$ cat src/rtl/dfb_spi_pkg.sv
// dfb_spi_pkg: shared state encoding, register map and STATUS bit layout
// for the DFB SPI sequencer.
package dfb_spi_pkg;

  typedef enum logic [2:0] {
    S_IDLE,
    S_LOAD,
    S_LO,
    S_HI,
    S_DONE
  } spi_state_e;

  localparam logic [1:0] REG_DATA   = 2'd0;
  localparam logic [1:0] REG_STATUS = 2'd1;
  localparam logic [1:0] REG_DIV    = 2'd2;
  localparam logic [1:0] REG_CTRL   = 2'd3;

  localparam int ST_BUSY    = 7;
  localparam int ST_TXFULL  = 6;
  localparam int ST_TXEMPTY = 5;
  localparam int ST_RXFULL  = 4;
  localparam int ST_RXEMPTY = 3;
  localparam int ST_TXOVF   = 2;
  localparam int ST_RXOVF   = 1;
  localparam int ST_CS      = 0;

endpackage

$ cat src/rtl/dfb_sync_fifo.sv
// dfb_sync_fifo: 8-bit first-word-fall-through FIFO, power-of-two depth.
// A push into a full FIFO is accepted when a pop happens in the same cycle.
module dfb_sync_fifo #(
  parameter int DEPTH = 4
) (
  input  logic       CLKOSC,
  input  logic       RST,
  input  logic       push,
  input  logic       pop,
  input  logic [7:0] wdata,
  output logic [7:0] rdata,
  output logic       full,
  output logic       empty
);

  localparam int AW = $clog2(DEPTH);

  logic [7:0]    mem [DEPTH];
  logic [AW-1:0] wptr;
  logic [AW-1:0] rptr;
  logic [AW:0]   cnt;
  logic          do_push;
  logic          do_pop;

  assign empty   = (cnt == '0);
  assign full    = (cnt == (AW+1)'(DEPTH));
  assign do_pop  = pop && !empty;
  assign do_push = push && (!full || do_pop);
  assign rdata   = mem[rptr];

  always_ff @(posedge CLKOSC or posedge RST) begin
    if (RST) begin
      wptr <= '0;
      rptr <= '0;
      cnt  <= '0;
    end else begin
      if (do_push) wptr <= wptr + 1'b1;
      if (do_pop)  rptr <= rptr + 1'b1;
      cnt <= cnt + (AW+1)'(do_push) - (AW+1)'(do_pop);
    end
  end

  always_ff @(posedge CLKOSC) begin
    if (do_push) mem[wptr] <= wdata;
  end

endmodule

$ cat src/rtl/dfb_spi_sequencer.sv
// dfb_spi_sequencer: Mode 0 SPI master with TX/RX FIFOs and a CPU register port.
// DFB_SPI_AUTOCS_EN: chip select follows the shift engine instead of CTRL[0].
module dfb_spi_sequencer
  import dfb_spi_pkg::*;
#(
  parameter int         FIFO_DEPTH = 4,
  parameter logic [7:0] DIV_RESET  = 8'd49
) (
  input  logic       CLKOSC,
  input  logic       RST,
  input  logic [1:0] reg_sel,
  input  logic       reg_wr,
  input  logic       reg_rd,
  input  logic [7:0] reg_wdata,
  output logic [7:0] reg_rdata,
  output logic       spi_clk,
  output logic       spi_mosi,
  input  logic       spi_miso,
  output logic       spi_cs,
  output logic       busy
);

  spi_state_e state;
  logic [7:0] div_q;
  logic [7:0] cnt;
  logic [7:0] shreg;
  logic [2:0] bitcnt;
  logic       ctrl_cs;
  logic       txovf;
  logic       rxovf;

  logic       tx_full, tx_empty;
  logic       rx_full, rx_empty;
  logic [7:0] tx_head, rx_head;
  logic       data_wr, data_rd, stat_wr;
  logic       tx_pop, rx_pop, rx_push;
  logic [7:0] status;

  assign data_wr = reg_wr && (reg_sel == REG_DATA);
  assign data_rd = reg_rd && (reg_sel == REG_DATA);
  assign stat_wr = reg_wr && (reg_sel == REG_STATUS);
  assign tx_pop  = (state == S_LOAD);
  assign rx_push = (state == S_DONE);
  assign rx_pop  = data_rd && !rx_empty;

  dfb_sync_fifo #(.DEPTH(FIFO_DEPTH)) u_tx_fifo (
    .CLKOSC (CLKOSC),
    .RST    (RST),
    .push   (data_wr),
    .pop    (tx_pop),
    .wdata  (reg_wdata),
    .rdata  (tx_head),
    .full   (tx_full),
    .empty  (tx_empty)
  );

  dfb_sync_fifo #(.DEPTH(FIFO_DEPTH)) u_rx_fifo (
    .CLKOSC (CLKOSC),
    .RST    (RST),
    .push   (rx_push),
    .pop    (rx_pop),
    .wdata  (shreg),
    .rdata  (rx_head),
    .full   (rx_full),
    .empty  (rx_empty)
  );

  assign busy = (state != S_IDLE) || !tx_empty;

`ifdef DFB_SPI_AUTOCS_EN
  assign spi_cs = (state == S_IDLE);
`else
  assign spi_cs = ctrl_cs;
`endif

  always_comb begin
    status = '0;
    status[ST_BUSY]    = busy;
    status[ST_TXFULL]  = tx_full;
    status[ST_TXEMPTY] = tx_empty;
    status[ST_RXFULL]  = rx_full;
    status[ST_RXEMPTY] = rx_empty;
    status[ST_TXOVF]   = txovf;
    status[ST_RXOVF]   = rxovf;
    status[ST_CS]      = spi_cs;
  end

  always_comb begin
    reg_rdata = 8'hFF;
    unique case (reg_sel)
      REG_DATA:   reg_rdata = rx_empty ? 8'hFF : rx_head;
      REG_STATUS: reg_rdata = status;
      REG_DIV:    reg_rdata = div_q;
      REG_CTRL:   reg_rdata = {7'b0, ctrl_cs};
      default:    reg_rdata = 8'hFF;
    endcase
  end

  // Overflow sets are placed after the clears so a same-cycle event wins.
  always_ff @(posedge CLKOSC or posedge RST) begin
    if (RST) begin
      div_q   <= DIV_RESET;
      ctrl_cs <= 1'b1;
      txovf   <= 1'b0;
      rxovf   <= 1'b0;
    end else begin
      if (reg_wr && (reg_sel == REG_DIV))  div_q   <= reg_wdata;
      if (reg_wr && (reg_sel == REG_CTRL)) ctrl_cs <= reg_wdata[0];
      if (stat_wr && reg_wdata[ST_TXOVF])  txovf   <= 1'b0;
      if (stat_wr && reg_wdata[ST_RXOVF])  rxovf   <= 1'b0;
      if (data_wr && tx_full && !tx_pop)   txovf   <= 1'b1;
      if (rx_push && rx_full && !rx_pop)   rxovf   <= 1'b1;
    end
  end

  // MISO shifts in on the rising edge; the next MOSI bit leaves on the fall.
  always_ff @(posedge CLKOSC or posedge RST) begin
    if (RST) begin
      state    <= S_IDLE;
      cnt      <= '0;
      bitcnt   <= '0;
      shreg    <= '0;
      spi_clk  <= 1'b0;
      spi_mosi <= 1'b1;
    end else begin
      unique case (state)
        S_IDLE: begin
          if (!tx_empty || data_wr) state <= S_LOAD;
        end
        S_LOAD: begin
          shreg    <= tx_head;
          spi_mosi <= tx_head[7];
          bitcnt   <= '0;
          cnt      <= div_q;
          state    <= S_LO;
        end
        S_LO: begin
          if (cnt == '0) begin
            spi_clk <= 1'b1;
            shreg   <= {shreg[6:0], spi_miso};
            cnt     <= div_q;
            state   <= S_HI;
          end else begin
            cnt <= cnt - 8'd1;
          end
        end
        S_HI: begin
          if (cnt == '0) begin
            spi_clk <= 1'b0;
            cnt     <= div_q;
            if (bitcnt == 3'd7) begin
              state <= S_DONE;
            end else begin
              bitcnt   <= bitcnt + 3'd1;
              spi_mosi <= shreg[7];
              state    <= S_LO;
            end
          end else begin
            cnt <= cnt - 8'd1;
          end
        end
        S_DONE: begin
          if (!tx_empty) begin
            state <= S_LOAD;
          end else begin
            state    <= S_IDLE;
            spi_mosi <= 1'b1;
          end
        end
        default: state <= S_IDLE;
      endcase
    end
  end

endmodule

$ cat config.mk
export PLATFORM = sky130hd
export DESIGN_NAME = dfb_spi_sequencer
export DESIGN_NICKNAME = d
export VERILOG_FILES = /design/src/rtl/dfb_spi_pkg.sv /design/src/rtl/dfb_sync_fifo.sv /design/src/rtl/dfb_spi_sequencer.sv
export SDC_FILE = /design/constraint.sdc
export NUM_CORES = 1
export LEC_CHECK = 0
export CORE_UTILIZATION = 45
export CTS_CLUSTER_SIZE = 14
export DETAILED_ROUTE_END_ITERATION = 16
export GPL_TIMING_DRIVEN = 0
export HOLD_SLACK_MARGIN = 0.02
export MAX_ROUTING_LAYER = met4
export PLACE_DENSITY = 0.68
export SLEW_MARGIN = 20
export SYNTH_ARGS = -nofsm -noshare
export SYNTH_HDL_FRONTEND = slang
export SYNTH_SLANG_ARGS = --single-unit
$ cat constraint.sdc
create_clock -name CLKOSC -period 2.8 [get_ports CLKOSC]
set_input_delay 0.42 -clock CLKOSC [delete_from_list [all_inputs] [get_ports CLKOSC]]
set_output_delay 0.42 -clock CLKOSC [all_outputs]
set_load 0.01 [all_outputs]
== Word-level counts from Yosys, hierarchy flattened ==
Memories as Yosys holds them, arrays and structs flattened.
Cells that the tools add are included.
Storage, ports and cells
  memory bits (read-only): 0
  register bits: 49
  output and inout port bits: 12
  logic and storage cells: 118
  RAM bits: 64
  memories: 2
  bits in latches: 0
  input bits: 15
Memory list
  u_rx_fifo.mem: depth 4, bits a word 8, read ports 1, clocked after Yosys merged registers in 0, wr ports 1, RTL line dfb_sync_fifo.sv:18  | logic [7:0] mem [DEPTH];
  u_tx_fifo.mem: depth 4, bits a word 8, read ports 1, clocked after Yosys merged registers in 0, wr ports 1, RTL line dfb_sync_fifo.sv:18
Cells by class
  multipliers: 0
  divide/modulo/power cells: 0
  muxes and demuxes: 30
  $add $sub $neg: 10
  shift operators: 0
  reductions and logical operators: 45
  $lt $le $gt $ge: 0
  bitwise gates (word level): 0
  equal/unequal tests: 15
Operators with widths (count)
  case mux 8 bit (2 select lines): 2
  case mux 8 bit (4 select lines): 1
  2-to-1 mux 8 bit: 3
  2-to-1 mux 3 bit: 6
  logical AND 1 bit: 16
  case mux 3 bit (5 select lines): 1
  2-to-1 mux 1 bit: 14
  equality test 3 bit (second input constant): 4
  nonzero test 2 bit: 6
  inequality test 2 bit (second input constant): 5
  logical NOT 3 bit: 3
  AND reduction 3 bit: 3
  adder 2 x 1 -> 2 bit (second input constant): 4
  logical NOT 8 bit: 1
  subtractor 8 x 1 -> 8 bit (second input constant): 1
  adder 3 x 1 -> 3 bit: 2
  equality test 3 x 2 -> 1 bit (second input constant): 2
  logical NOT 1 bit: 6
  case mux 3 bit (2 select lines): 1
  nonzero test 3 bit: 2
  subtractor 3 x 1 -> 3 bit: 2
  equality test 2 bit (second input constant): 2
  logical OR 1 bit: 4
  AND reduction 4 bit: 1
  8 further kinds: 8

== Logic depth before layout (Yosys ltp) ==
Gate-level depths: netlist of run 1.
  depth in word-level cells: 8
  mapped depth: 10

== By module ==
From an unflattened synthesis of run 1, not the netlist that was laid out.
Unflattened totals
  cell total of the unflattened synthesis: 386
  area total of the unflattened synthesis: 5336.4 sq um
By module, submodules not included
  dfb_sync_fifo: area an instance 1581.5 sq um, times used 2, seq. area each 1136.1 sq um, cells an instance 78
  dfb_spi_sequencer: area an instance 2173.3 sq um, times used 1, seq. area each 882.1 sq um, cells an instance 230

== Worst setup path after synthesis of run 1 ==
Ideal clock, no wire load.
  path type: register to register
  start point: reg state[2]
  end point: reg u_tx_fifo.cnt[2]
  setup slack: 0.483 ns
  clock period less this slack: 2.317 ns
  data arrival time: 2.193 ns
  data required time: 2.677 ns
  library setup time: 0.123 ns
  buffers on the path: 1
  cell stages (with the launch flop): 11
  path through: dfrtp_1 > clkbuf_1 > nand2b_1 > nor3_1 > ha_1 > inv_1 > ha_1 > inv_1 > fa_1 > xnor2_1 > xnor2_1
On the way
  word-level cells in the longest chain between the ends: 6
Ends and longest elaborated chain
  start: declaration: RTL line dfb_spi_sequencer.sv:23  | spi_state_e state;
  start signal: assignment: RTL line dfb_spi_sequencer.sv:119  | state <= S_IDLE;
  start signal: assignment: RTL line dfb_spi_sequencer.sv:128  | if (!tx_empty || data_wr) state <= S_LOAD;
  start signal: assignment: RTL line dfb_spi_sequencer.sv:135  | state <= S_LO;
  equality test 3 x 1 -> 1 bit (*): RTL line dfb_spi_sequencer.sv:42  | assign tx_pop = (state == S_LOAD);
  logical AND 1 bit (*): RTL line dfb_sync_fifo.sv:27  | assign do_pop = pop && !empty;
  named net u_tx_fifo.do_pop: RTL line dfb_sync_fifo.sv:23  | logic do_pop;
  logical OR 1 bit: RTL line dfb_sync_fifo.sv:28  | assign do_push = push && (!full || do_pop);
  logical AND 1 bit: RTL line dfb_sync_fifo.sv:28
  adder 3 x 1 -> 3 bit: RTL line dfb_sync_fifo.sv:39  | cnt <= cnt + (AW+1)'(do_push) - (AW+1)'(do_pop);
  subtractor 3 x 1 -> 3 bit (*): RTL line dfb_sync_fifo.sv:39
  end signal: assignment: RTL line dfb_sync_fifo.sv:39
  end: declaration: RTL line dfb_sync_fifo.sv:21  | logic [AW:0] cnt;
The timed path passes the listed nets; every way through them passes the cells marked *.
A chain may end at the register's enable or synchronous reset.

== Worst setup path after layout of run 1 ==
  start point: in reg_sel[1]
  end point: out reg_rdata[4]
On the way
  word-level cells in the longest chain between the ends: 2
  elaborated cells on any way between the ends: 5
Ends and longest elaborated chain
  start: declaration: RTL line dfb_spi_sequencer.sv:11  | input logic [1:0] reg_sel,
  equality test 2 bit (tied with other cells): RTL line dfb_spi_sequencer.sv:90  | unique case (reg_sel)
  case mux 8 bit (4 select lines) (*): RTL line dfb_spi_sequencer.sv:90
  end: declaration: RTL line dfb_spi_sequencer.sv:15  | output logic [7:0] reg_rdata,
Every way passes the cells marked *; elsewhere a longest branch is shown, timed or not.

==> flow_summary_export.csv, run 1 <==
group,metric,value,unit
job,cap_violations,0,
logic_synthesis,synth-seq-cells,113,
sta,setup_tns,0,ns
global_routing,antenna_found_initial,0,
sta,slew_viol_final,0,
drt,num_vias,3181,
clocking,clk_path_buf_depth,2,
pwr,p_per_area,978.9,mW/mm2
sta,grt_setup_unrepaired,"yes",
logic_synthesis,synthTopCellsByArea,"edfxtp_1, dfrtp_1, mux4_2",
setup_path,r2r-start,"state[2]",
clocking,clk_pin_slew,0.05,ns
floorplanning,die_x,109.3,um
drt,remaining_drc_errors,0,
clocking,h-tree-depth,4,
sta,max_freq,363.3,MHz
sta,fin_skew,0.007094,ns
logic_synthesis,synth_flop_cell,"edfxtp_1",
global_routing,grt.overflow.total,0,
drt,wl_per_cell,19.74,um
global_routing,grt_use_total,0.2188,
sta,worst_pin_slew,0.7717,ns
setup_path,timing.rr.end,"u_tx_fifo.cnt[2]",
setup_path,timing_worst_setup_path_type,"primary input to output port",
sta,relSlewSlack,0.4837,
pwr,finalPower,6179,uW
cells_and_area,diodes,0,
sta,layout_min_cycle_time,2.752,ns
placement,portBuffers,26,
clocking,root_buffer,"clkbuf_16",
placement,place_congestion,0.8641,
setup_path,cp-startpoint,"reg_sel[1]",
pwr,power_leakage,0.002407,uW
placement,placed_area,0.005637,mm2
global_routing,grt_pass1_wl,18.07,mm
setup_path,start_kind,"primary input",
clocking,clkLatencyLatePin,0.41,ns
logic_synthesis,seq_area_frac_synth,0.6088,
logic_synthesis,async_flop_share,0.4336,
setup_path,reg2reg_slack,0.21,ns
logic_synthesis,synth_top_area_frac,0.3709,
sta,hold_violations,0,
cells_and_area,fillers,879,
placement,hpwl,7.720,mm
drt,final_antenna_net_count,0,
logic_synthesis,postSynthCellCount,370,
logic_synthesis,ys_types,50,
status,outcome,"complete, no violations",
setup_path,crit_arrival,2.33,ns
cells_and_area,fin_area,0.006312,mm2
clocking,cts_tree,"yes",
cells_and_area,syn_to_final_growth,21.83,%
clocking,cts-buffers-inserted,17,
floorplanning,rows,38,
setup_path,crit_path_max_fanout,10,
logic_synthesis,synth-edff-count,64,
logic_synthesis,syn_area,0.005181,mm2
setup_path,cp.required,2.38,ns
global_routing,grt_max_degree,27,
pwr,vdd_drop_max,528.6,uV
floorplanning,start_util,0.4697,
logic_synthesis,syn_area_per_cell,14.00,um2
floorplanning,die-height,109.3,um
cells_and_area,nets,447,
global_routing,grt_pass1_vias,3265,
setup_path,r2r_cells,9,
drt,wl,11.19,mm
logic_synthesis,yosys_warnings,0,
logic_synthesis,yosysTopAreaCell,"edfxtp_1",
floorplanning,io_pins,27,
floorplanning,core,0.01103,mm2
sta,holdWs,0.4016,ns
drt,firstDrtPassIters,4,
min_path,min_path_type,"primary input to async pin",
sta,period_share,0.9830,
floorplanning,die-area,0.01195,mm2
clocking,cts.hold.buffers_added,0,
drt,vias_per_cell,5.610,
sta,setup_viol,0,
cells_and_area,drive_gt1_frac,0.2412,
clocking,cts_sinks,113,
logic_synthesis,syn-num-nets,403,
setup_path,end_kind,"output port",
drt,drtIter0Drc,174,
-- where the power goes --
group / switching (uW) / internal (uW) / leakage [uW] / total [uW]
combinational: 684 / 748 / 0.000957 / 1430
sequential: 358 / 2130 / 0.00115 / 2490
clock: 768 / 1490 / 0.000298 / 2260
-- cell type report --
cell class,instances,area [um2],share of cell area
buffer,12,76.32,0.01209
clock buffer,19,432.9,0.06858
clock inverter,13,185.2,0.02934
inverter,24,90.09,0.01427
multi-input combinational,219,1918,0.3039
sequential,113,3156,0.4999
tap,140,175.2,0.02775
timing repair buffer,27,279.0,0.04420
-- worst max path at each step --
stage                            end  slack, ns  cells past startpoint
global route            reg_rdata[4]      -0.03                      5
floorplan           u_tx_fifo.cnt[2]       0.48                     10
detailed placement      reg_rdata[7]      -0.30                      7
finish                  reg_rdata[4]       0.05                      7
global placement        reg_rdata[1]      -0.34                      7
CTS                 u_tx_fifo.cnt[2]      0.001                     10
-- Yosys cell counts, types with 8 or more instances --
cell type   n
a21oi_1    10
and2_1      8
clkbuf_1    8
dfrtp_1    44
edfxtp_1   64
ha_1       16
inv_1      24
mux2_2     27
mux4_2     15
nand2_1    27
nand3_1    10
nor2_1     11
nor3_1      8
o21ai_0    16
xnor2_1     8
-- kinds of logic after synthesis --
logic type | after synthesis | synth area share
compound gates | 56 | 0.07438
xor+xnor | 10 | 0.01691
fa+ha+maj | 18 | 0.04637
buf+inv | 38 | 0.02946
flops | 113 | 0.6088
mux | 47 | 0.1335
simple gates | 88 | 0.09056
-- critical path, cell delays in order --
cell and delay, ns:
clkdlybuf4s50_1 0.54, buf_4 0.20, inv_1 0.11, nor2_4 0.20
nand2_1 0.14, o21ai_0 0.14, clkdlybuf4s50_1 0.59
-- placed cells by master, fill, tap and decap left out, drive strengths merged, types with 3 or more instances in the layout --
master	n
edfxtp	64
dfrtp	44
mux2	27
nand2	27
inv	26
clkdlybuf4s50	25
clkbuf	25
o21ai	17
ha	16
mux4	15
nor2	12
a21oi	10
nand3	10
xnor2	8
and2	8
nor3	8
buf	7
o211ai	5
mux2i	5
dfstp	5
clkinv	5
or3b	4
a22oi	4
bufinv	4
nor2b	3
nor3b	3
or3	3
o221ai	3
o22ai	3
-- sequential cells by signal, summed over array words and instances, names as in the netlist --
name / count
u_rx_fifo.mem: 32
u_tx_fifo.mem: 32
cnt: 8
div_q: 8
shreg: 8
bitcnt: 3
state: 3
u_rx_fifo.cnt: 3
u_tx_fifo.cnt: 3
u_rx_fifo.rptr: 2
u_rx_fifo.wptr: 2
u_tx_fifo.rptr: 2
u_tx_fifo.wptr: 2
rxovf: 1
spi_clk: 1
spi_cs: 1
spi_mosi: 1
txovf: 1
-- per-stage QoR --
stage / util / worst slack [ns] / cells
after CTS: 0.5691 / 0.001104 / 567
after global placement: 0.5092 / -0.3434 / 536
after global routing: 0.5723 / -0.02777 / 567
after detailed placement: 0.5110 / -0.3035 / 537
final: 0.5723 / 0.04771 / 567
after floorplan: - / 0.4832 / 370
-- routing by layer --
layer / GRT usage / routed length, um
met1: 0.2877 / 4991
met2: 0.3369 / 5547
met3: 0.04801 / 543
met4: 0.07714 / 108
met5: - / 0
-- what timing repair did --
| action | 4_1_cts | 5_1_grt |
|---|---|---|
| endpoints found under the setup margin | 8 | 8 |
| resized for setup | 13 | 10 |
| cloned | 0 | 0 |
| setup buffers | 0 | 0 |
| pin swaps | 0 | 1 |
Note: power is estimated with default switching activity, not from simulation.
==> run 2, diff against run 1 <==
--- a/config.mk
+++ b/config.mk
@@ -6,4 +6,5 @@
 export NUM_CORES = 1
 export LEC_CHECK = 0
+export CORE_MARGIN = 2
 export CORE_UTILIZATION = 45
 export CTS_CLUSTER_SIZE = 14
==> constraint.sdc (replaced) <==
create_clock -name CLKOSC -period 2.8 [get_ports CLKOSC]
set_input_delay 0.42 -clock CLKOSC [delete_from_list [all_inputs] [get_ports CLKOSC]]
set_output_delay 0.42 -clock CLKOSC [all_outputs]
set_load 0.005 [all_outputs]
==> run 2 against run 1 <==
Wire length decreased by 2.5%. Critical endpoint unchanged. Cell area about the same. First-iteration DRC count increased by 32%.
==> flow_summary_export.csv, run 2 (synthesized netlist as in run 1, its figures left out) <==
group,metric,value,unit
status,outcome,"complete, no violations",
clocking,cts_sinks,113,
placement,place_congestion,0.9010,
sta,holdWs,0.3292,ns
sta,fin_skew,0.005373,ns
sta,grt_setup_unrepaired,"yes",
floorplanning,die-height,111.3,um
sta,hold_violations,0,
drt,remaining_drc_errors,0,
cells_and_area,final_cell_mix,"edfxtp_1, dfrtp_1, mux2_2, nand2_1",
global_routing,grt_max_degree,33,
drt,vias_per_cell,5.582,
cells_and_area,fin_cells,572,
sta,relSlewSlack,0.4077,
cells_and_area,reg_top3,"u_rx_fifo.mem x32, u_tx_fifo.mem x32",
floorplanning,core,0.01132,mm2
pwr,power_leakage,0.002429,uW
setup_path,timing_worst_setup_path_type,"register to output port",
sta,slew_viol_final,0,
job,cap_violations,0,
floorplanning,rows,39,
drt,wl_per_cell,19.08,um
global_routing,grt_pass1_wl,17.60,mm
floorplanning,io_pins,27,
drt,num_vias,3193,
floorplanning,die_x,111.3,um
floorplanning,die-area,0.01239,mm2
floorplanning,start_util,0.4577,
setup_path,crit_path_max_fanout,4,
drt,wl,10.91,mm
pwr,vdd_drop_max,539.1,uV
sta,max_freq,369.4,MHz
placement,place_ws,-0.3041,ns
global_routing,grt_use_total,0.1929,
drt,final_antenna_net_count,0,
placement,hpwl,7.560,mm
setup_path,end_kind,"output port",
min_path,min_path_type,"primary input to async pin",
global_routing,antenna_found_initial,0,
cells_and_area,diodes,0,
sta,worst_pin_slew,0.8851,ns
clocking,h-tree-depth,4,
sta,layout_min_cycle_time,2.707,ns
clocking,clk_path_buf_depth,2,
pwr,finalPower,6036,uW
clocking,cts.hold.buffers_added,0,
setup_path,cp.required,2.38,ns
setup_path,crit_arrival,2.29,ns
placement,place_inst,540,
pwr,p_per_area,955.8,mW/mm2
drt,firstDrtPassIters,4,
placement,portBuffers,26,
clocking,clk_pin_slew,0.05,ns
sta,setup_tns,0,ns
setup_path,start_kind,"register",
drt,drtIter0Drc,230,
clocking,cts_tree,"yes",
global_routing,grt.overflow.total,0,
cells_and_area,drive_gt1_frac,0.2471,
sta,setup_viol,0,
sta,worst_slack,0.09277,ns
clocking,root_buffer,"clkbuf_16",
global_routing,grt_pass1_vias,3267,
clocking,clkLatencyLatePin,0.41,ns
sta,period_share,0.9669,
cells_and_area,syn_to_final_growth,21.88,%
cells_and_area,nets,449,
cells_and_area,final_common_cell,"edfxtp_1",
clocking,cts-buffers-inserted,17,
-- run 2: changes by cell type in the layout (fill, tap and decap cells not counted), sizes merged --
cell and delta:
dlymetal6s2s +2, inv +1, clkbuf -3, buf +3, clkdlybuf4s50 -2, bufinv -2, clkinv +3
-- run 2: final timing paths --
check                                   from  cells past startpoint                 to  slack, ns
max                        u_rx_fifo.rptr[0]                      6       reg_rdata[4]       0.09
min                                      RST                      2  u_rx_fifo.wptr[1]       0.33
max reg2reg                         state[2]                     10   u_tx_fifo.cnt[2]       0.23
min reg2reg                            rxovf                      1              rxovf       0.51
max in group asynchronous                RST                      3           div_q[0]       1.88
min in group CLKOSC                    rxovf                      1              rxovf       0.51
-- run 2: worst max-delay path: stages, from the launching register on --
cell             delay, ns
dfrtp_1               0.36
buf_8                 0.12
buf_4                 0.15
mux4_2                0.52
o21ai_0               0.16
o21ai_1               0.11
clkdlybuf4s50_1       0.46
-- run 2: repair_timing --
| action | CTS | global route |
|---|---|---|
| pin swaps | 1 | 0 |
| resized for setup | 15 | 13 |
| setup buffers | 2 | 0 |
| setup endpoints to repair | 9 | 8 |
-- run 2: where the power goes --
part / switching [uW] / internal, uW / leakage (uW) / total, uW
combinational: 674 / 757 / 0.000997 / 1430
sequential: 361 / 2130 / 0.00115 / 2490
clock: 800 / 1310 / 0.000279 / 2110
total: 1830 / 4200 / 0.00243 / 6040
-- run 2: layout make-up --
type                            instances  area [um2]
Inverter                               24       90.09
Sequential cell                       113        3156
Tap cell                              143       178.9
Multi-Input combinational cell        219        1939
Clock buffer                           17       425.4
Fill cell                             922        5006
Timing Repair Buffer                   29       299.0
Buffer                                 12       68.82
Clock inverter                         15       157.7
-- run 2: per-layer routing --
metal / track usage / share of wire / up-vias / wire length [um]
met2: 0.2923 / 0.49 / 96 / 5378
met3: 0.06452 / 0.067 / 16 / 733
met1: 0.2454 / 0.43 / 1604 / 4649
li1: - / - / 1477 / -
met5: - / 0 / - / 0
met4: 0.06749 / 0.014 / 0 / 150
-- run 2: metrics by stage --
stage / instance area [um2] / util
after global routing: 6315 / 0.5578
after detailed placement: 5640 / 0.4982
after CTS: 6265 / 0.5534
after floorplan: 5181 / -
final: 6315 / 0.5578
after global placement: 5620 / 0.4965
==> run 3, diff against run 2 <==
CELL_PAD_IN_SITES_DETAIL_PLACEMENT = 2   (was unset)
CELL_PAD_IN_SITES_GLOBAL_PLACEMENT = 2   (was unset)
CORE_UTILIZATION = 43   (was 45)
HOLD_SLACK_MARGIN = 0.1   (was 0.02)
PLACE_DENSITY = 0.84   (was 0.68)
==> run 3 against run 2 <==
Wire length increased by 47%. Cell area is 1.5% higher. Worst hold slack better by 0.11 ns. Clock skew up 0.0083 ns. Non-clock buffer count grew 5. Worst setup slack worse by 0.035 ns. Global-route usage up 7.7 points. Sequential share of layout area decreased by 0.72 points. Clock-buffer cell count rose by 3. Die area up 4.5%. Power up 7.8%.
==> flow_summary_export.csv, run 3 (synthesized netlist as in run 1, its figures left out) <==
group,metric,value,unit
sta,fin_skew,0.01367,ns
clocking,cts-buffers-inserted,17,
drt,firstDrtPassIters,4,
pwr,finalPower,6505,uW
cells_and_area,layout.core_utilization,0.5402,
clocking,clkLatencyLatePin,0.44,ns
clocking,h-tree-depth,4,
sta,slew_viol_final,0,
cells_and_area,register_area,0.003156,mm2
sta,relSlewSlack,0.3473,
floorplanning,rows,40,
cells_and_area,reg_top3,"u_rx_fifo.mem x32, u_tx_fifo.mem x32",
drt,wl,16.01,mm
global_routing,antenna_found_initial,0,
cells_and_area,final_common_cell,"edfxtp_1",
cells_and_area,multi_input_area,0.001939,mm2
clocking,clk_pin_slew,0.07,ns
placement,place_inst,543,
drt,final_antenna_net_count,0,
setup_path,start_kind,"register",
sta,worst_pin_slew,0.9754,ns
sta,layout_min_cycle_time,2.742,ns
floorplanning,die-area,0.01294,mm2
sta,hold_violations,0,
setup_path,reg2reg_slack,0.19,ns
floorplanning,die_x,113.8,um
global_routing,grt_pass1_wl,23.84,mm
setup_path,timing_worst_setup_path_type,"register to output port",
min_path,min_path_type,"primary input to async pin",
floorplanning,start_util,0.4368,
clocking,cts.hold.buffers_added,0,
pwr,power_leakage,0.002470,uW
status,outcome,"complete, no violations",
pwr,p_per_area,1015,mW/mm2
clocking,cts_sinks,113,
global_routing,grt_pass1_vias,3851,
drt,drtIter0Drc,204,
drt,vias_per_cell,5.881,
cells_and_area,final_cell_mix,"edfxtp_1, dfrtp_1, mux2_2, nand2_1",
clocking,clk_path_buf_depth,2,
pwr,vdd_drop_max,523.5,uV
job,cap_violations,0,
clocking,root_buffer,"clkbuf_16",
cells_and_area,nets,454,
floorplanning,core,0.01186,mm2
floorplanning,io_pins,27,
cells_and_area,fillers,1085,
setup_path,crit_arrival,2.32,ns
cells_and_area,diodes,0,
drt,wl_per_cell,27.55,um
placement,hpwl,10.09,mm
floorplanning,die-height,113.8,um
setup_path,crit_path_max_fanout,7,
cells_and_area,drive_gt1_frac,0.2535,
cells_and_area,syn_to_final_growth,23.67,%
sta,max_freq,364.7,MHz
global_routing,grt.overflow.total,0,
global_routing,grt_use_total,0.2696,
placement,portBuffers,26,
setup_path,end_kind,"output port",
global_routing,grt_max_degree,50,
placement,place_congestion,0.8202,
sta,setup_viol,0,
sta,holdWs,0.4376,ns
setup_path,cp.required,2.38,ns
clocking,cts_tree,"yes",
sta,period_share,0.9793,
drt,num_vias,3417,
drt,remaining_drc_errors,0,
cells_and_area,fin_cells,581,
-- run 3: worst paths after layout --
kind | depth (start not counted) | to | startpoint
setup reg to reg | 8 | u_rx_fifo.cnt[2] | state[2]
max in group asynchronous | 2 | u_rx_fifo.rptr[1] | RST
hold reg to reg | 2 | spi_clk | spi_clk
min in group CLKOSC | 2 | spi_clk | spi_clk
hold / removal | 2 | shreg[7] | RST
setup / recovery | 6 | reg_rdata[5] | u_rx_fifo.rptr[0]
-- run 3: report_power, final --
| part | switching [uW] | leakage (uW) | internal [uW] |
|---|---|---|---|
| Clock | 844 | 0.000297 | 1520 |
| Combinational | 805 | 0.00102 | 795 |
| Sequential | 414 | 0.00115 | 2130 |
-- run 3: per-stage QoR --
step | worst slack (ns) | instance area (um2) | TNS [ns]
2_1_floorplan | 0.4832 | 5181 | 0
3_3_place_gp | -0.2944 | 5625 | -3.707
3_5_place_dp | -0.4087 | 5628 | -7.078
4_1_cts | 0.02219 | 6332 | 0
5_1_grt | -0.06931 | 6407 | -0.06931
6_report | 0.05789 | 6407 | 0
-- run 3: routing by layer --
metal	routed length, um	track usage
met5	0	-
met3	627	0.06004
met4	358	0.1041
met1	6525	0.3211
met2	8498	0.4503
-- run 3: layout make-up --
class,instances,share of cell area
multi-input combinational,219,0.3027
inverter,24,0.01445
clock buffer,20,0.06971
clock inverter,12,0.02851
buffer,12,0.01172
timing repair buffer,34,0.05175
sequential,113,0.4925
tap,147,0.02871
-- run 3: repair_timing --
action,4_1_cts,5_1_grt
setup buffers,1,7
pin swaps,0,3
resized for setup,24,9
endpoints found under the hold margin,0,0
endpoints found under the setup margin,10,7
-- run 3: worst max-delay path, stage by stage, from the launching register on --
cell and delay, ns:
dfrtp_1 0.36, buf_8 0.13, buf_8 0.14, mux4_2 0.51
o221ai_2 0.17, nand2_1 0.12, clkdlybuf4s50_1 0.46
